<file path="config.mk">
export PLATFORM = sky130hd
export DESIGN_NAME = bram_arbiter
export DESIGN_NICKNAME = d
export VERILOG_FILES = /design/src/rtl/bram_arbiter.sv
export SDC_FILE = /design/constraint.sdc
export NUM_CORES = 1
export LEC_CHECK = 0
export BUFFER_PORTS_ARGS = -buffer_cell sky130_fd_sc_hd__buf_2
export CORE_AREA = 8 8 91 93
export DETAILED_ROUTE_END_ITERATION = 12
export DIE_AREA = 0 0 99 101
export PLACE_DENSITY = 0.76
export SLEW_MARGIN = 10
export SYNTH_ARGS = -nofsm -noshare
export SYNTH_HDL_FRONTEND = slang
export SYNTH_SLANG_ARGS = --single-unit
</file>
<file path="constraint.sdc">
create_clock -name clk -period 1.5 [get_ports clk]
set_input_delay 0.3 -clock clk [delete_from_list [all_inputs] [get_ports clk]]
set_output_delay 0.3 -clock clk [all_outputs]
set_load 0.1 [all_outputs]
</file>
<file path="src/rtl/bram_arbiter.sv">
// Round-robin arbiter sharing one single-port BRAM between two requesters.
// Each grant takes one ISSUE cycle and one ACK cycle.
module bram_arbiter #(
   parameter int ADDR_W = 12,
   parameter int DATA_W = 32,
   localparam int BE_W = DATA_W / 8
) (
   input  logic              clk,
   input  logic              reset_n,
   input  logic              m0_req,
   input  logic              m0_we,
   input  logic [BE_W-1:0]   m0_be,
   input  logic [ADDR_W-1:0] m0_addr,
   input  logic [DATA_W-1:0] m0_wdata,
   output logic              m0_ack,
   output logic [DATA_W-1:0] m0_rdata,
   input  logic              m1_req,
   input  logic              m1_we,
   input  logic [BE_W-1:0]   m1_be,
   input  logic [ADDR_W-1:0] m1_addr,
   input  logic [DATA_W-1:0] m1_wdata,
   output logic              m1_ack,
   output logic [DATA_W-1:0] m1_rdata,
   output logic              bram_en,
   output logic [BE_W-1:0]   bram_we,
   output logic [ADDR_W-1:0] bram_addr,
   output logic [DATA_W-1:0] bram_wdata,
   input  logic [DATA_W-1:0] bram_rdata
);

   typedef enum logic [1:0] {IDLE, ISSUE, ACK} state_t;

   state_t state_reg, state_next;
   logic   owner_reg, owner_next;
   logic   last_reg, last_next;
   logic [1:0] ack_vec;

   // last resets to 1 so that m0 wins the first tie
   always_ff @(posedge clk or negedge reset_n) begin
      if (!reset_n) begin
         state_reg <= IDLE;
         owner_reg <= 1'b0;
         last_reg  <= 1'b1;
      end else begin
         state_reg <= state_next;
         owner_reg <= owner_next;
         last_reg  <= last_next;
      end
   end

   always_comb begin
      state_next = state_reg;
      owner_next = owner_reg;
      last_next  = last_reg;
      case (state_reg)
         IDLE: begin
            if (m0_req || m1_req) begin
               state_next = ISSUE;
               owner_next = (m0_req && m1_req) ? ~last_reg : m1_req;
            end
         end
         ISSUE: begin
            last_next  = owner_reg;
            state_next = ACK;
         end
         ACK: begin
            // only the other port can be granted straight from ACK; the acked
            // port's req is still high here and must not be taken as new
            if (owner_reg ? m0_req : m1_req) begin
               owner_next = ~owner_reg;
               state_next = ISSUE;
            end else begin
               state_next = IDLE;
            end
         end
         default: state_next = IDLE;
      endcase
   end

   always_comb begin
      bram_en    = 1'b0;
      bram_we    = '0;
      bram_addr  = '0;
      bram_wdata = '0;
      if (state_reg == ISSUE) begin
         bram_en = 1'b1;
         if (owner_reg) begin
            bram_addr  = m1_addr;
            bram_wdata = m1_wdata;
            bram_we    = m1_we ? m1_be : '0;
         end else begin
            bram_addr  = m0_addr;
            bram_wdata = m0_wdata;
            bram_we    = m0_we ? m0_be : '0;
         end
      end
   end

   for (genvar gi = 0; gi < 2; gi++) begin : g_ack
      assign ack_vec[gi] = (state_reg == ACK) && (owner_reg == (gi == 1));
   end

   assign m0_ack   = ack_vec[0];
   assign m1_ack   = ack_vec[1];
   assign m0_rdata = ack_vec[0] ? bram_rdata : '0;
   assign m1_rdata = ack_vec[1] ? bram_rdata : '0;

endmodule
</file>
==> results of run 1 <==
-- cell usage in the layout (no fill, tap or decap), types with 2 or more instances in the layout --
master	n
a32oi_2	2
and2_4	64
mux2i_2	13
mux2i_4	31
clkbuf_8	3
inv_1	3
a32oi_4	2
nor2_4	48
buf_4	22
dfrtp_2	2
clkbuf_16	2
a21oi_1	2
buf_16	3
buf_12	125
buf_2	133
buf_6	4
-- per-layer routing --
| metal | vias up | part of all wire [%] | global-route usage, % |
|---|---|---|---|
| met4 | 0 | 2.6 | 5.79 |
| met3 | 20 | 7.4 | 6.08 |
| li1 | 1210 | - | - |
| met1 | 1213 | 31 | 21.7 |
| met5 | - | 0 | 0 |
| met2 | 153 | 59 | 46.7 |
-- worst reg2reg max path, cell delays in order (launching register included) --
cell and delay (ns):
dfrtp_2 0.43, buf_6 0.13, nand2b_4 0.10, buf_12 0.13, buf_12 0.13, buf_4 0.11
mux2_2 0.31
-- cell usage after synthesis --
cell / number / share of area [%]
mux2_2: 1 / 0.80
nor4b_1: 1 / 0.63
clkbuf_2: 4 / 1.4
a311oi_1: 1 / 0.63
inv_1: 4 / 1.1
a211oi_1: 1 / 0.54
nor2b_1: 1 / 0.45
dfrtp_1: 3 / 5.4
nand2b_1: 2 / 0.89
buf_4: 1 / 0.54
and2_1: 64 / 29
and3_4: 1 / 0.80
a32oi_1: 4 / 2.5
buf_6: 5 / 4.0
a21oi_1: 2 / 0.71
mux2i_1: 44 / 31
nor3_1: 1 / 0.36
nor2_1: 48 / 13
nor3b_4: 1 / 1.3
dfstp_2: 1 / 1.9
buf_2: 8 / 2.9
o21ai_0: 1 / 0.36
-- final cells by class --
cell class              instances  area share, %
repair buffers                292           59.2
multi-input cells             173           36.3
flip-flops and latches          4           1.72
well taps                      82           1.70
clock buffers                   4          0.748
inverters                       4          0.312
-- path summary, 6_finish.rpt --
check	startpoint	end	slack (ns)	cells past startpoint
worst max register to register	state_reg[0]$_DFFE_PN0P_	last_reg$_DFFE_PN1P_	0.05	6
worst min-delay path	m0_req	state_reg[0]$_DFFE_PN0P_	0.39	3
worst min register to register	state_reg[0]$_DFFE_PN0P_	state_reg[0]$_DFFE_PN0P_	0.61	2
max in group asynchronous	reset_n	last_reg$_DFFE_PN1P_	0.87	2
min in group asynchronous	reset_n	state_reg[1]$_DFFE_PN0P_	0.41	2
worst max-delay path	owner_reg$_DFFE_PN0P_	bram_wdata[6]	-0.37	5
-- power by group through the flow --
stage / combinational (uW) / clock, uW / sequential, uW
CTS: 13800 / 256 / 246
global placement: 12600 / 0 / 241
global route: 15000 / 265 / 269
detailed placement: 12800 / 0 / 250
finish: 14600 / 250 / 257
floorplan: 8440 / 0 / 230
-- cell families after synthesis --
group | count (synthesis) | share of synthesized area (%)
AO/OA/AOI/OAI | 9 | 4.73
buffers and inverters | 22 | 9.91
flip-flops | 4 | 7.23
multiplexers | 45 | 32.2
AND/OR/NAND/NOR | 119 | 45.9
-- through the flow --
step / total power [uW] / TNS [ns] / hold WS, ns / instance area, sq um
after floorplan: 8670 / -11.62 / 0.00441 / 2020
after global placement: 12800 / -2.50 / 0.105 / 5210
after detailed placement: 13000 / -6.70 / 0.109 / 5210
after CTS: 14300 / -32.95 / 0.386 / 5690
after global routing: 15500 / -38.37 / 0.408 / 6020
final: 15100 / -34.03 / 0.390 / 6020
-- repair_timing --
action | CTS | global route
hold endpoints to repair | 3 | 0
gates resized for setup | 62 | 36
hold buffers | 1 | 0
pin swaps | 6 | 29
cloned | 3 | 2
buffers inserted | 8 | 1
setup endpoints to repair | 115 | 115
==> out/metrics.yaml, run 1 <==
worst_setup_path:
  path_delay_family: "buffers and inverters"
  start_kind: "flop"
  cpPeakStageDelay_ns: 0.43
  cp.arrival_ns: 1.57
  path_cells: "clkbuf_16 -> buf_4 -> mux2i_2 -> nor2_4 -> buf_12"
  worstPathMaxFanout: 8
  required_ns: 1.20
  end_kind: "output port"
  path_buf_inv: 3
  slowest_stage: "dfrtp_2"
  crit_type: "reg -> out"
yosys:
  synth_cell_types: 22
  yosys_warnings: 0
  synth_seq_cells: 4
  avgSynthCellArea_sq_um: 7.04
  ys_seq_area_share_pct: 7.23
  synth_cells: 199
  syn-num-nets: 333
  syn-cell-area_sq_um: 1400
placement:
  post-place-ws_ns: -0.136
  io_buffer_count: 248
  dp.final_hpwl_mm: 9.84
  dp_cells: 540
  gp_congestion: 0.879
cts:
  clock_latency_ns: 0.22
  h-tree-depth: 1
  cts-root-buf: "clkbuf_8"
  path_clk_slew_ns: 0.04
  cts.path.max_buffers: 2
  cts_tree: "built"
  clock-sinks: 4
  numCtsBuffers: 3
timing:
  setup_viol: 115
  maxSlewViolCount: 0
  finalWorstSetupSlack_ns: -0.366
  max_slew_margin_pct: 80.6
  hold_viol_final: 0
  min_period_ns: 1.87
  rsz0062_at_grt: "true"
  worstMarginPinSlew_ns: 0.286
  period_share_pct: 124
  max_freq_ghz: 0.536
  fin_worst_skew_ns: 0.0104
layout:
  diodes: 0
  final_core_util_pct: 86.8
  fin_nets: 612
  fin_cells: 559
  multi_input_area_sq_um: 2190
  layout-drive-gt1-share_pct: 97.1
  syn_to_final_growth_pct: 330
  largest_reg_flops: 2
  nFillCells: 301
  regArea_sq_um: 104
grt:
  overflow: 0
  grt_pass1_vias: 3109
  grt_pass1_wl_mm: 17.9
  track_usage_pct: 22.9
  grt_max_degree: 21
  grt_antenna_before_repair: 0
drt:
  initialDrtViolationCount: 33
  drc: 0
  routedWlPerCell_um: 22.6
  viasPerCell: 4.64
  detail-route-antenna-nets: 0
  num_vias: 2596
  firstDrtPassIters: 4
  wirelength_mm: 12.6
floorplanning:
  core_area_sq_um: 6940
  initial_utilization_pct: 20.2
  die_h_um: 101
  io_pins: 249
  dieArea_sq_um: 10000
  rows: 31
  die_w_um: 99
run:
  drv_cap: 0
status:
  violations: "negative setup slack"
  status: "finished with violations"
pwr:
  power.switching_uw: 8800
  p_int_uw: 6340
  seqPwrFrac_pct: 1.7
  clkPwrFrac_pct: 1.6
  p_leak_uw: 0.00255
  ir_drop_mv: 1.86
  p_comb_share_pct: 96.7
  swShare_pct: 58.1
  pwr_density_cell_nw_per_um2: 2510
hold_path:
  hold_path.class: "in -> reg"
Note: power is estimated with default switching activity, not from simulation.
==> run 2: changes to the inputs <==
ABC_AREA = 1   (was not set)
PLACE_DENSITY = 0.75   (was 0.76)
==> run 2 against run 1 <==
  * The run still ends with negative setup slack left
  * Clock power up 2%
  * Cell count up 17%
  * Largest cell class unchanged
  * Largest power group unchanged
  * Sequential share of layout area down 0.12 points
==> out/metrics.yaml, run 2 <==
status:
  status: "finished with violations"
  violations: "negative setup slack"
timing:
  tns_ns: -30.16  # +3.87 ns
  max_freq_ghz: 0.539  # +0.64%
  rsz0062_at_grt: "true"
  finalWorstSetupSlack_ns: -0.354  # +0.0118 ns
  hold_viol_final: 0  # unchanged
  setup_viol: 115  # unchanged
  period_share_pct: 124  # -0.79 points
  min_period_ns: 1.85  # -0.0118 ns
  max_slew_margin_pct: 76.9  # -3.6 points
  worstMarginPinSlew_ns: 0.342  # +0.0564 ns
  fin_worst_skew_ns: 0.0111  # +0.000679 ns
  maxSlewViolCount: 0  # unchanged
yosys:
  async_reset_ff_share_pct: 100  # unchanged
  ys_seq_area_share_pct: 7.59  # +0.36 points
  synth_cells: 293  # +47%
  synth.area.top_cells: "nand2_1 (28%), nor2_1 (18%), a21oi_1 (18%)"
  ys.flop_type: "dfrtp_1"
  yosysMostFrequentCell: "nand2_1"
  yosys_warnings: 0  # unchanged
  synth_top_area_share_pct: 28.1  # -3.3 points
  syn-num-nets: 427  # +28%
  synth_cell_types: 16  # -27%
  avgSynthCellArea_sq_um: 4.56  # -35%
  synth_seq_cells: 4  # unchanged
  synth_commonest_cells: "nand2_1 (100), nor2_1 (65), a21oi_1 (47), inv_1 (38), buf_2 (17)"
  synth_top_area_cell: "nand2_1"
  syn-cell-area_sq_um: 1340  # -4.7%
  synth-edff-count: 0  # unchanged
grt:
  grt_max_degree: 25  # +19%
  grt_pass1_vias: 3645  # +17%
  grt_antenna_before_repair: 2  # +2
  use_met1_pct: 22.9  # +1.2 points
  grt_util_met3_pct: 9.12  # +3.0 points
  track_usage_pct: 26.6  # +3.7 points
  grt_pass1_wl_mm: 20.7  # +16%
  top_usage_layer: "met2"
  overflow: 0  # unchanged
  met2_usage_pct: 55.0  # +8.3 points
layout:
  regArea_sq_um: 104  # unchanged
  syn_to_final_growth_pct: 384
  most-common-layout-cells: "buf_2 (133), buf_12 (126), nor2_4 (64)"
  largest_reg_flops: 2  # unchanged
  design_area_sq_um: 6460  # +7.3%
  fin_nets: 703  # +15%
  nFillCells: 215  # -29%
  fin_cells: 652  # +17%
  final_common_cell: "buf_2"
  multi_input_area_sq_um: 2290  # +4.7%
  layout-drive-gt1-share_pct: 83.3  # -14 points
worst_setup_path:
  worstPathMaxFanout: 6  # -2
  cpPeakStageDelay_ns: 0.46  # +0.03 ns
  reg2reg_depth: 8  # +2
  timing.rr.start: "owner_reg$_DFFE_PN0P_"
  path_cells: "buf_6 -> clkbuf_16 -> nand3_1 -> a21oi_4 -> buf_12"
  slowest_stage: "dfrtp_2"
  crit_type: "reg -> out"
  r2r_slack_ns: 0.01  # -0.04 ns
  start_kind: "flop"
  path_buf_inv: 3  # unchanged
  path_delay_family: "buffers and inverters"
  end_kind: "output port"
  cp.arrival_ns: 1.55  # -0.02 ns
  regToRegEndpoint: "owner_reg$_DFFE_PN0P_"
  required_ns: 1.20  # about the same
drt:
  initialDrtViolationCount: 94  # +180%
  routedWlPerCell_um: 25.1  # +11%
  detail-route-antenna-nets: 0  # unchanged
  viasPerCell: 5.10  # +9.7%
  drc: 0  # unchanged
  num_vias: 3323  # +28%
  wirelength_mm: 16.4  # +29%
  firstDrtPassIters: 6  # +2
placement:
  dpl_cell_area_sq_um: 5560  # +6.8%
  dp_cells: 623  # +15%
  io_buffer_count: 248  # unchanged
  gp_congestion: 0.827  # -6.0%
  dp.final_hpwl_mm: 10.3  # +4.9%
  post-place-ws_ns: -0.0966  # +0.0392 ns
run:
  drv_cap: 0  # unchanged
pwr:
  ir_drop_mv: 1.61  # -14%
  pwr_density_cell_nw_per_um2: 2470  # -1.6%
  p_leak_uw: 0.00278  # +9.1%
cts:
  clock-sinks: 4  # unchanged
  cts-root-buf: "clkbuf_8"
  path_clk_slew_ns: 0.04  # about the same
  numCtsBuffers: 3  # unchanged
  cts_tree: "built"
  cts.path.max_buffers: 2  # unchanged
  clock_latency_ns: 0.23  # about the same
  h-tree-depth: 1  # unchanged
hold_path:
  hold_path.class: "in -> async"
floorplanning:
  die_h_um: 101  # unchanged
  initial_utilization_pct: 19.2  # -0.96 points
  die_w_um: 99  # unchanged
  core_area_sq_um: 6940  # unchanged
  rows: 31  # unchanged
  dieArea_sq_um: 10000  # unchanged
  io_pins: 249  # unchanged
==> run 2: changes by cell type after synthesis, moves of 2 or more <==
cell / delta
clkbuf_2: -4
nand2_2: +2
nor2_1: +17
mux2i_1: -44
and2_1: -64
nand2_1: +100
nand3_1: +10
nand2b_1: -2
a32oi_1: -4
a21oi_1: +45
inv_1: +34
buf_2: +9
==> run 2: worst register-to-register path, stage by stage, from the launching register on <==
cell and delay (ns):
dfrtp_2 0.47, buf_4 0.18, buf_4 0.15, nand2_1 0.11, nand2_1 0.10, nand2_1 0.12, nand2_1 0.11, nand2_1 0.09
nand2_1 0.05
==> run 2: final cells by class <==
cell class | instances | area share [%]
Inverter | 40 | 2.69
Sequential cell | 4 | 1.61
Clock buffer | 4 | 0.697
Antenna cell | 2 | 0.0774
Timing Repair Buffer | 293 | 57.9
Multi-Input combinational cell | 227 | 35.4
Tap cell | 82 | 1.59
==> run 2: cell families (layout without fill, tap and decap cells) <==
kind of cell / Yosys count / after routing / share of synthesized area, %
AND/OR/NAND/NOR: 177 / 177 / 51.1
buffers and inverters: 62 / 337 / 22.3
AO/OA/AOI/OAI: 50 / 50 / 19.0
flip-flops: 4 / 4 / 7.59
other: 0 / 2 / 0
==> run 2: worst max-delay path by stage <==
stage	endpoint	depth (start not counted)	startpoint
2_1_floorplan	m0_rdata[0]	5	state_reg[0]$_DFFE_PN0P_
3_3_place_gp	m0_ack	5	owner_reg$_DFFE_PN0P_
3_5_place_dp	m0_ack	5	owner_reg$_DFFE_PN0P_
4_1_cts	m0_rdata[14]	7	state_reg[0]$_DFFE_PN0P_
5_1_grt	bram_wdata[20]	5	owner_reg$_DFFE_PN0P_
6_report	bram_we[2]	5	owner_reg$_DFFE_PN0P_
==> run 2: layer usage <==
metal | part of all wire, % | wire length [um]
met4 | 4.4 | 725
met5 | 0 | 0
met2 | 57 | 9270
met3 | 7.9 | 1290
met1 | 31 | 5080
==> run 2: power breakdown <==
part           leakage, uW  switching, uW  internal [uW]
registers        0.0000454           83.0            175
logic              0.00271           9900           5550
clock network    0.0000228           70.9            183
total              0.00278          10100           5910
==> run 2: repair_timing <==
item	in CTS	in global routing
cloned	5	8
gates resized for setup	68	48
setup buffers	8	1
hold buffers	1	0
endpoints found under the hold margin	3	0
setup endpoints to repair	115	115
pin swaps	22	22
==> run 2: through the flow <==
step	power (uW)	hold WS (ns)	utilization, %
floorplan	8990	0.00441	-
global placement	13200	0.107	80.1
detailed placement	13500	0.114	80.1
CTS	14900	0.428	87.7
global route	16300	0.448	93.1
finish	16000	0.441	93.1
==> run 3: changes to the inputs <==
MAX_ROUTING_LAYER = met4   (was not set)
==> run 3 against run 2 <==
  * The run still ends with negative setup slack left
  * Power rose by 0.24%
  * Largest cell class unchanged
  * Critical path type unchanged
  * Fmax is 1.1% lower
  * Highest routed layer unchanged
  * Worst setup slack lost 0.021 ns
  * Clock-buffer cell count is the same
  * Cell area grew 0.37%
  * Register-to-register slack about the same
  * Core utilization is 0.34 points higher
  * Global-route usage up 0.74 points
  * Cell count rose by 0.15%
==> out/metrics.yaml, run 3 (same netlist as run 2, synthesis figures left out) <==
status:
  status: "finished with violations"
  violations: "negative setup slack"
grt:
  grt_pass1_vias: 3655  # +0.27%
  met2_usage_pct: 55.0  # about the same
  top_usage_layer: "met2"
  grt_antenna_before_repair: 2  # unchanged
  grt_pass1_wl_mm: 20.8  # +0.10%
  grt_max_degree: 25  # unchanged
  use_met1_pct: 23.9  # +1.1 points
  grt_util_met3_pct: 7.32  # -1.8 points
  overflow: 0  # unchanged
  track_usage_pct: 27.3  # +0.74 points
worst_setup_path:
  cp.arrival_ns: 1.57  # +0.02 ns
  end_kind: "output port"
  crit_type: "reg -> out"
  required_ns: 1.20  # about the same
  worstPathMaxFanout: 8  # +2
  crit_start: "owner_reg$_DFFE_PN0P_"
  timing.rr.start: "owner_reg$_DFFE_PN0P_"
  start_kind: "flop"
  reg2reg_depth: 8  # unchanged
floorplanning:
  die_h_um: 101  # unchanged
  io_pins: 249  # unchanged
  core_area_sq_um: 6940  # unchanged
  rows: 31  # unchanged
  die_w_um: 99  # unchanged
  dieArea_sq_um: 10000  # unchanged
  initial_utilization_pct: 19.2  # unchanged
cts:
  path_clk_slew_ns: 0.04  # about the same
  cts-root-buf: "clkbuf_8"
  cts.path.max_buffers: 2  # unchanged
  h-tree-depth: 1  # unchanged
  cts_tree: "built"
  clock_latency_ns: 0.23  # about the same
  clock-sinks: 4  # unchanged
  numCtsBuffers: 3  # unchanged
layout:
  layout-drive-gt1-share_pct: 84.0  # +0.73 points
  final_common_cell: "buf_2"
  fin_nets: 704  # +0.14%
  largest_reg_flops: 2  # unchanged
  fin_cells: 653  # +0.15%
  most-common-layout-cells: "buf_2 (133), buf_12 (125), nor2_4 (64)"
  syn_to_final_growth_pct: 386
  nFillCells: 213  # -0.93%
timing:
  worstMarginPinSlew_ns: 0.336  # -0.00688 ns
  hold_viol_final: 0  # unchanged
  max_freq_ghz: 0.533  # -1.1%
  period_share_pct: 125  # +1.4 points
  rsz0062_at_grt: "true"
  maxSlewViolCount: 0  # unchanged
  finalWorstSetupSlack_ns: -0.375  # -0.0205 ns
  fin_worst_skew_ns: 0.00900  # -0.00212 ns
  setup_viol: 115  # unchanged
  max_slew_margin_pct: 77.4  # +0.46 points
  min_period_ns: 1.87  # +0.0205 ns
  hold_ws_ns: 0.436  # -0.00473 ns
drt:
  viasPerCell: 5.14  # +0.78%
  initialDrtViolationCount: 104  # +11%
  wirelength_mm: 16.8  # +2.7%
  drc: 0  # unchanged
  firstDrtPassIters: 4  # -2
  routedWlPerCell_um: 25.7  # +2.5%
  detail-route-antenna-nets: 0  # unchanged
  num_vias: 3354  # +0.93%
placement:
  dp.final_hpwl_mm: 10.3  # unchanged
  io_buffer_count: 248  # unchanged
  dp_cells: 623  # unchanged
  gp_congestion: 0.839  # +1.5%
pwr:
  pwr_density_cell_nw_per_um2: 2470  # -0.12%
  ir_drop_mv: 1.51  # -6.1%
  p_total_uw: 16000  # +0.24%
  p_leak_uw: 0.00278  # about the same
hold_path:
  hold_path.class: "in -> async"
run:
  drv_cap: 0  # unchanged
## run 3: worst paths after layout
path / endpoint / slack [ns]
hold / removal: state_reg[0]$_DFFE_PN0P_ / 0.44
max in group asynchronous: last_reg$_DFFE_PN1P_ / 0.84
hold reg to reg: last_reg$_DFFE_PN1P_ / 0.51
setup reg to reg: owner_reg$_DFFE_PN0P_ / 0
min in group clk: last_reg$_DFFE_PN1P_ / 0.51
setup / recovery: bram_wdata[12] / -0.37
## run 3: stage by stage
stage	setup slack (ns)	instance area, sq um	utilization (%)	TNS [ns]
floorplan	-0.243	2400	-	-22.68
global placement	-0.0663	5560	80.1	-0.142
detailed placement	-0.0966	5560	80.1	-1.30
CTS	-0.288	6090	87.7	-27.55
global route	-0.394	6490	93.4	-34.99
finish	-0.375	6490	93.4	-30.71
## run 3: metal layers
layer | wire [um] | up-vias
met2 | 9490 | 236
met4 | 660 | 0
li1 | - | 1440
met1 | 5390 | 1620
met5 | 0 | -
met3 | 1270 | 58
## run 3: critical path, cell delays in order, from the launching register on
cell	delay [ns]
dfrtp_2	0.47
inv_8	0.16
buf_12	0.16
nand2_1	0.13
a21oi_4	0.22
buf_12	0.20
## run 3: report_power, final
group          switching [uW]  internal (uW)  leakage (uW)
sequential               87.2            172     0.0000467
clock                    77.1            183     0.0000228
combinational            9940           5540       0.00271
total                   10100           5900       0.00278
## run 3: layout make-up
type	count	area, sq um	share of cell area (%)
inverter	40	174	2.68
clock buffer	4	45.0	0.694
timing repair buffer	294	3730	57.6
tap	82	103	1.58
multi-input combinational	227	2320	35.8
antenna	2	5.00	0.0772
sequential	4	103	1.58
## run 3: what timing repair did
action                     in CTS  in global routing
hold buffers                    1                  0
setup endpoints to repair     115                115
buffers inserted                8                  3
pin swaps                      22                 24
hold endpoints to repair        3                  0
resized for setup              68                 52
gates cloned                    5                  7
